`src/rtl/bcd_cnt_pkg.sv`:
```
// rtl/bcd_cnt_pkg.sv - shared BCD digit type, constants and load sanitiser
//
// Purpose : common definitions for the cascaded BCD counter.
// Contents: bcd_t digit type, BCD_MAX / BCD_ZERO constants,
//           bcd_sanitize(value, mod) which forces an out-of-range digit to 0.
package bcd_cnt_pkg;

  typedef logic [3:0] bcd_t;

  localparam bcd_t BCD_MAX  = 4'd9;
  localparam bcd_t BCD_ZERO = 4'd0;

  // A digit value is legal only when it is below the digit's modulus.
  // Anything else (including the non-BCD codes A..F) loads as zero.
  function automatic bcd_t bcd_sanitize(input bcd_t value, input int mod);
    if (int'({28'd0, value}) >= mod)
      return BCD_ZERO;
    else
      return value;
  endfunction

endpackage

```
`src/rtl/bcd_digit.sv`:
```
// rtl/bcd_digit.sv - single BCD digit register with up/down ripple
//
// Purpose : one counter digit of modulus MOD (2..10).
// Ports   : clk, rst_n      - clock, asynchronous active-low reset
//           step_in         - step request from the digit below (or the step source)
//           up_dn           - 1 counts up, 0 counts down
//           clr, load       - synchronous clear / parallel load (clr wins)
//           load_d          - value for load, sanitised against MOD
//           q               - current digit value
//           ripple_out      - combinational carry/borrow into the next digit
module bcd_digit
  import bcd_cnt_pkg::*;
#(
  parameter int MOD = 10
) (
  input  logic       clk,
  input  logic       rst_n,
  input  logic       step_in,
  input  logic       up_dn,
  input  logic       clr,
  input  logic       load,
  input  logic [3:0] load_d,
  output logic [3:0] q,
  output logic       ripple_out
);

  localparam bcd_t MAXV = bcd_t'(MOD - 1);

  logic at_max;
  logic at_min;

  assign at_max = (q == MAXV);
  assign at_min = (q == BCD_ZERO);

  // Ripple is only meaningful when this digit steps; clr/load override it
  // in every digit, so it need not be gated by them here.
  assign ripple_out = step_in & (up_dn ? at_max : at_min);

  always_ff @(posedge clk or negedge rst_n) begin
    if (!rst_n) begin
      q <= BCD_ZERO;
    end else if (clr) begin
      q <= BCD_ZERO;
    end else if (load) begin
      q <= bcd_sanitize(load_d, MOD);
    end else if (step_in) begin
      if (up_dn)
        q <= at_max ? BCD_ZERO : q + 4'd1;
      else
        q <= at_min ? MAXV : q - 4'd1;
    end
  end

endmodule

```
`src/rtl/bcd_cascade_counter.sv`:
```
// rtl/bcd_cascade_counter.sv - parametrised multi-digit BCD up/down counter
//
// Purpose : DIGITS cascaded BCD digits, top digit mod TOP_MOD, others mod 10.
//           Counts on inc or a button event; clear > load > step > hold.
// Ports   : clk, rst_n   - system clock, asynchronous active-low reset
//           btn          - raw push-button step request
//           inc          - synchronous step request (one step per cycle)
//           up_dn        - count direction (1 = up)
//           clr, load    - synchronous clear / parallel load
//           load_val     - BCD load value, digit 0 in [3:0]
//           digits       - current count, digit 0 least significant
//           carry        - registered one-cycle wrap pulse
//           at_zero      - high while all digits are zero
// Config  : BCD_CNT_BTN_SYNC_EN - when defined, btn goes through a 2-flop
//           synchroniser and rising-edge detector (one step per press);
//           otherwise btn is used directly as a synchronous step level.
module bcd_cascade_counter
  import bcd_cnt_pkg::*;
#(
  parameter int DIGITS  = 4,
  parameter int TOP_MOD = 10
) (
  input  logic                clk,
  input  logic                rst_n,
  input  logic                btn,
  input  logic                inc,
  input  logic                up_dn,
  input  logic                clr,
  input  logic                load,
  input  logic [4*DIGITS-1:0] load_val,
  output logic [4*DIGITS-1:0] digits,
  output logic                carry,
  output logic                at_zero
);

  logic btn_evt;
  logic step;

`ifdef BCD_CNT_BTN_SYNC_EN
  logic btn_s1;
  logic btn_s2;
  logic btn_d;

  // Two synchroniser stages then one history flop; the event fires on the
  // cycle the synchronised level first reads high, so the count moves on
  // the third rising edge after btn rises.
  always_ff @(posedge clk or negedge rst_n) begin
    if (!rst_n) begin
      btn_s1 <= 1'b0;
      btn_s2 <= 1'b0;
      btn_d  <= 1'b0;
    end else begin
      btn_s1 <= btn;
      btn_s2 <= btn_s1;
      btn_d  <= btn_s2;
    end
  end

  assign btn_evt = btn_s2 & ~btn_d;
`else
  assign btn_evt = btn;
`endif

  assign step = inc | btn_evt;

  // ripple[i] is the step into digit i; ripple[DIGITS] leaves the top digit.
  logic [DIGITS:0] ripple;
  assign ripple[0] = step;

  for (genvar i = 0; i < DIGITS; i++) begin : g_digit
    localparam int DMOD = (i == DIGITS - 1) ? TOP_MOD : 10;

    bcd_digit #(
      .MOD(DMOD)
    ) u_digit (
      .clk       (clk),
      .rst_n     (rst_n),
      .step_in   (ripple[i]),
      .up_dn     (up_dn),
      .clr       (clr),
      .load      (load),
      .load_d    (load_val[4*i +: 4]),
      .q         (digits[4*i +: 4]),
      .ripple_out(ripple[i+1])
    );
  end

  // Wrap pulse: only a real step can set it; clr and load always clear it.
  always_ff @(posedge clk or negedge rst_n) begin
    if (!rst_n)
      carry <= 1'b0;
    else if (clr || load)
      carry <= 1'b0;
    else
      carry <= ripple[DIGITS];
  end

  assign at_zero = (digits == '0);

endmodule

```
`config.mk`:
```
export PLATFORM = sky130hd
export DESIGN_NAME = bcd_cascade_counter
export DESIGN_NICKNAME = d
export VERILOG_FILES = /design/src/rtl/bcd_cnt_pkg.sv /design/src/rtl/bcd_digit.sv /design/src/rtl/bcd_cascade_counter.sv
export SDC_FILE = /design/constraint.sdc
export NUM_CORES = 1
export LEC_CHECK = 0
export BUFFER_PORTS_ARGS = -buffer_cell sky130_fd_sc_hd__clkbuf_2
export CAP_MARGIN = 30
export CORE_ASPECT_RATIO = 0.7
export CORE_MARGIN = 2
export CORE_UTILIZATION = 45
export DETAILED_ROUTE_END_ITERATION = 10
export PLACE_DENSITY = 0.79
export SETUP_SLACK_MARGIN = 0.3
export SYNTH_ARGS = -nofsm -noshare
export SYNTH_HDL_FRONTEND = slang
export SYNTH_HIERARCHICAL = 1
export SYNTH_SLANG_ARGS = --single-unit
```
`constraint.sdc`:
```
create_clock -name clk -period 2.9 [get_ports clk]
set_clock_uncertainty 0.2 [all_clocks]
set_input_delay 0.725 -clock clk [delete_from_list [all_inputs] [get_ports clk]]
set_output_delay 0.725 -clock clk [all_outputs]
set_load 0.02 [all_outputs]
```
# After elaboration in Yosys (flattened, before gate mapping)
# Cells that the tools add are included.
# W data, S select, Z words.
[op_classes]
addsub = 8
n_bitwise = 5
reduce_logical = 10
n_eq_ne = 4
muxes = 33
shifts = 0
order_cmp = 4
n_mul = 0
div = 0
[op_table]
columns = ["cell", "n"]
rows = [
  ["$mux W4", 28],
  ["$add A4 B1 Y4 const B", 4],
  ["$eq A4 B4 Y1 const B", 4],
  ["$ge A4 B4 Y1 const B", 4],
  ["$logic_not A16 Y1", 1],
  ["$logic_not A4 Y1", 4],
  ["$sub A4 B1 Y4 const B", 4],
  ["$reduce_bool A3 Y1", 4],
  ["$mux W1", 5],
  ["$and A1 B1 Y1", 4],
  ["$logic_or A1 B1 Y1", 1],
  ["$or A1 B1 Y1", 1],
]
[word_totals]
output_inout_bits = 18
memories = 0
latchBits = 0
inputBits = 23
mem_bits_ro = 0
ramBits = 0
reg_bits = 17
wordCells = 69

# Logic depth before layout (Yosys ltp)
[depth]
word_depth = 8
mapped_depth = 12
ltp_nobuf = 11

# By module
# The synthesis kept the hierarchy.
[modules_own_cells]
columns = ["module", "cells_each", "n_inst", "seq_area_each_um2", "area_each_um2"]
rows = [
  ["bcd_digit", 53, 4, 100.1, 419.2],
  ["bcd_cascade_counter", 8, 1, 25.0, 72.6],
]

# Least setup slack after synthesis
# OpenSTA, ideal clock, no wires.
[synth_timing]
kind = "in2reg"
start = "in up_dn"
end = "reg g_digit[3].u_digit.q[2]"
arrival_time_ns = 2.800
path_buffers = 1
cell_stages = 10
setup_ns = 0.141
required_ns = 2.559
slack_ns = -0.241
cell_sequence = "buf_6 > or3_1 > a21oi_1 > nand2_1 > a21oi_1 > nand2_1 > a21oi_1 > nand2b_1 > nor4_1 > a2111oi_2"
[synth_via]
elab_chain_cells = 5
word_cells_on_any_way = 11
cone_classes = "mux: 7; bitwise: 3; reduce/logical: 1"
[synth_lines]
columns = ["element", "line", "text"]
rows = [
  ["start, declared", "bcd_cascade_counter.sv:27", "input logic up_dn,"],
  ["$mux W1", "bcd_digit.sv:37", "assign ripple_out = step_in & (up_dn ? at_max : at_min);"],
  ["$and A1 B1 Y1", "bcd_digit.sv:37", ""],
  ["via ripple[1]", "bcd_cascade_counter.sv:67", "logic [DIGITS:0] ripple;"],
  ["$and A1 B1 Y1", "bcd_digit.sv:37", ""],
  ["via ripple[2]", "bcd_cascade_counter.sv:67", ""],
  ["$and A1 B1 Y1", "bcd_digit.sv:37", ""],
  ["via ripple[3]", "bcd_cascade_counter.sv:67", ""],
  ["$reduce_bool A3 Y1 (no line)", "--", ""],
  ["end signal, assigned", "bcd_digit.sv:45", "q <= bcd_sanitize(load_d, MOD);"],
  ["end signal, assigned", "bcd_digit.sv:48", "q <= at_max ? BCD_ZERO : q + 4'd1;"],
  ["end signal, assigned", "bcd_digit.sv:50", "q <= at_min ? MAXV : q - 4'd1;"],
  ["end, declared", "bcd_digit.sv:23", "output logic [3:0] q,"],
]
# The timed path passes the listed nets, and every way through them passes these cells. The select of a mux whose other input is x is not followed.
# A chain may end at the register's enable or synchronous reset.

# Worst setup path after layout
[layout_timing]
start = "reg g_digit[3].u_digit.q[0]"
end = "out at_zero"
[layout_via]
elab_chain_cells = 1
[layout_lines]
columns = ["element", "line", "text"]
rows = [
  ["$logic_not A16 Y1", "bcd_cascade_counter.sv:98", "assign at_zero = (digits == '0);"],
  ["end, declared", "bcd_cascade_counter.sv:33", "output logic at_zero"],
]
# Every way passes these cells.

==> impl_metrics.py <==
metrics = {
    "route": {
        "wl_per_cell_um": 13.8,
        "vias": 1780,
        "ant_nets": 0,
        "drc": 0,
        "wl_um": 4170,
        "first_pass_iters": 4,
        "vias_per_cell": 5.89,
        "drtIter0Drc": 162,
    },
    "timing": {
        "fmax_mhz": 413,
        "rsz0062_at_grt": "false",
        "timing.final.crit_share_pct": 83.6,
        "worstMarginPinSlew_ns": 0.588,
        "holdWs_ns": 0.209,
        "finalHoldViolCount": 0,
        "setup_viol_count_final": 0,
        "final.setup.tns_ns": 0,
        "slew_viol_final": 0,
        "fin_crit_ns": 2.42,
        "relSlewSlack_pct": 60.8,
        "worst_slack_ns": 0.476,
    },
    "clock_network": {
        "cts_max_level": 1,
        "clk_path_buf_depth": 2,
        "clock_sinks": 17,
        "clock_latency_ns": 0.25,
        "root_buffer": "clkbuf_8",
        "cts_buffers": 3,
        "clkTransAtPathRegs_ns": 0.07,
        "ctsHoldBuffers": 0,
        "cts_tree": "done",
        "cts_setup_buffers": 0,
        "postCtsResizedCells": 0,
    },
    "logic_synthesis": {
        "async_flop_share_pct": 100,
        "synth_ff_type": "dfrtp_1",
        "yosysSeqAreaShare_pct": 24.3,
        "synth-compound-area-share_pct": 26.3,
        "syn_avg_cell_area_sq_um": 7.95,
        "synthMuxAreaShare_pct": 0,
        "synthXorXnorAreaFrac_pct": 4.01,
        "synth-edff-count": 0,
        "synth_top_area_share_pct": 24.3,
        "ys_top_cells_by_count": "o21ai_0, dfrtp_1, nand2_1, nor2_1",
        "yosys_register_bits": 17,
        "yosysWarningCount": 6,
        "yosysTopAreaCell": "dfrtp_1",
        "synth-simple-area-share_pct": 35.3,
        "syn_nets": 243,
        "synth.top_cells.by_area": "dfrtp_1, o21ai_0, buf_6",
        "synthAdderAreaFrac_pct": 0,
        "synth.distinct_cells": 33,
        "synth_cells": 220,
        "synth_top_family_by_area": "simple AND/OR/NAND/NOR gates",
        "synth.most_common_cell": "o21ai_0",
        "synth.cell_area_sq_mm": 0.00175,
    },
    "final_layout": {
        "n_fill_cell": 361,
        "layout-drive-gt1-share_pct": 27.0,
        "layout.nets": 276,
        "stdcell_count": 302,
        "syn_to_final_growth_pct": 12.9,
        "antenna_cells": 0,
    },
    "grt": {
        "busiest_layer": "met2",
        "gr-total-overflow": 0,
        "grtUsageMet2_pct": 29.4,
        "grtUsageTotal_pct": 19.2,
        "grt.met1_usage_pct": 28.9,
        "grt_util_met3_pct": 4.22,
        "grt_pass1_wl_um": 7020,
        "grt_pass1_vias": 1518,
        "grt_max_degree": 30,
        "antenna_found_initial": 0,
    },
    "setup_path": {
        "required_ns": 1.98,
        "start_kind": "register",
        "end_kind": "output port",
        "crit_fanout": 11,
        "arrival_ns": 1.50,
        "crit_type": "reg -> out",
    },
    "placement": {
        "pre_cts_slack_ns": 0.232,
        "port_buffers": 40,
        "place.gp.congestion": 0.858,
        "dp_hpwl_um": 3030,
        "dp.cells": 298,
    },
    "floorplan": {
        "fp.dieW_um": 78.5,
        "std_cell_rows": 18,
        "coreArea_sq_mm": 0.00363,
        "initial_core_util_pct": 48.2,
        "ioPinCount": 41,
        "die_height_um": 56.2,
        "die_area_sq_mm": 0.00441,
    },
    "run_status": {
        "outcome": "complete, no violations",
    },
    "power": {
        "p_leak_nw": 0.802,
        "p_per_area_mw_per_mm2": 347,
        "p_total_mw": 0.686,
        "ir_drop_mv": 0.170,
    },
    "run": {
        "cap_violations": 0,
    },
    "worst_hold_path": {
        "hold_class": "in -> async",
    },
}
-- final cells by class --
| type | instances | area, sq um | share of cell area [%] |
|---|---|---|---|
| inverters | 4 | 15.0 | 0.760 |
| repair buffers | 48 | 260 | 13.2 |
| clock buffers | 4 | 45.0 | 2.28 |
| multi-input cells | 179 | 1170 | 59.1 |
| well taps | 50 | 62.6 | 3.17 |
| flip-flops and latches | 17 | 425 | 21.5 |
-- metal layers --
layer / wire length (um) / vias up / part of all wire (%)
met2: 1840 / 57 / 44
met5: 0 / - / 0
met4: 0 / 0 / 0
met1: 2080 / 836 / 50
li1: - / 887 / -
met3: 249 / 0 / 6.0
-- through the flow --
stage,util [%],cell area [sq um]
CTS,54.5,1970
floorplan,-,1770
detailed placement,53.2,1930
global placement,53.2,1930
global route,54.5,1970
finish,54.5,1970
-- flip-flops by register name, summed over array words and instances (netlist names) --
name               cells
carry                  1
g_digit.u_digit/q     16
-- worst max-delay path, cell delays in order (launching register included) --
cell and delay (ns):
dfrtp_1 0.53, nor4_1 0.31, and4_1 0.24, clkbuf_2 0.17
-- power breakdown --
| part | leakage (nW) | switching, mW | total (mW) | internal [mW] |
|---|---|---|---|---|
| registers | 0.228 | 0.0412 | 0.292 | 0.251 |
| clock network | 0.0228 | 0.0793 | 0.177 | 0.0974 |
| logic | 0.551 | 0.124 | 0.217 | 0.0935 |
| total | 0.802 | 0.244 | 0.686 | 0.442 |
-- cells by family after synthesis --
kind of cell              after synthesis
DFF                                    17
and+or+nand+nor                       107
AOI/OAI and AO/OA                      64
xor gates and xnor gates                8
buffers and inverters                  24
-- path summary, 6_finish.rpt --
path,from,to,slack (ns),depth (start not counted)
max,g_digit[3].u_digit/q[0]$_DFFE_PN0P_,at_zero,0.48,3
max reg2reg,g_digit[0].u_digit/q[3]$_DFFE_PN0P_,g_digit[3].u_digit/q[1]$_DFFE_PN0P_,0.55,9
min in group clk,load_val[12],g_digit[3].u_digit/q[0]$_DFFE_PN0P_,0.52,3
max in group asynchronous,rst_n,g_digit[2].u_digit/q[3]$_DFFE_PN0P_,1.97,1
min,rst_n,g_digit[1].u_digit/q[2]$_DFFE_PN0P_,0.21,1
min reg2reg,g_digit[3].u_digit/q[1]$_DFFE_PN0P_,g_digit[3].u_digit/q[1]$_DFFE_PN0P_,0.52,2
-- placed cells by master (no fill, tap or decap), types with 5 or more instances in the layout --
cell,netlist,layout
o21ai_0,20,20
buf_4,4,8
dfrtp_1,17,17
nor4_1,12,11
nor2_1,16,16
a21oi_1,12,9
nor3_1,8,8
nand2b_1,12,12
clkbuf_2,0,40
and4_1,5,5
nand2_1,16,16
nand3_1,8,8
(Power assumes the default switching activity.)
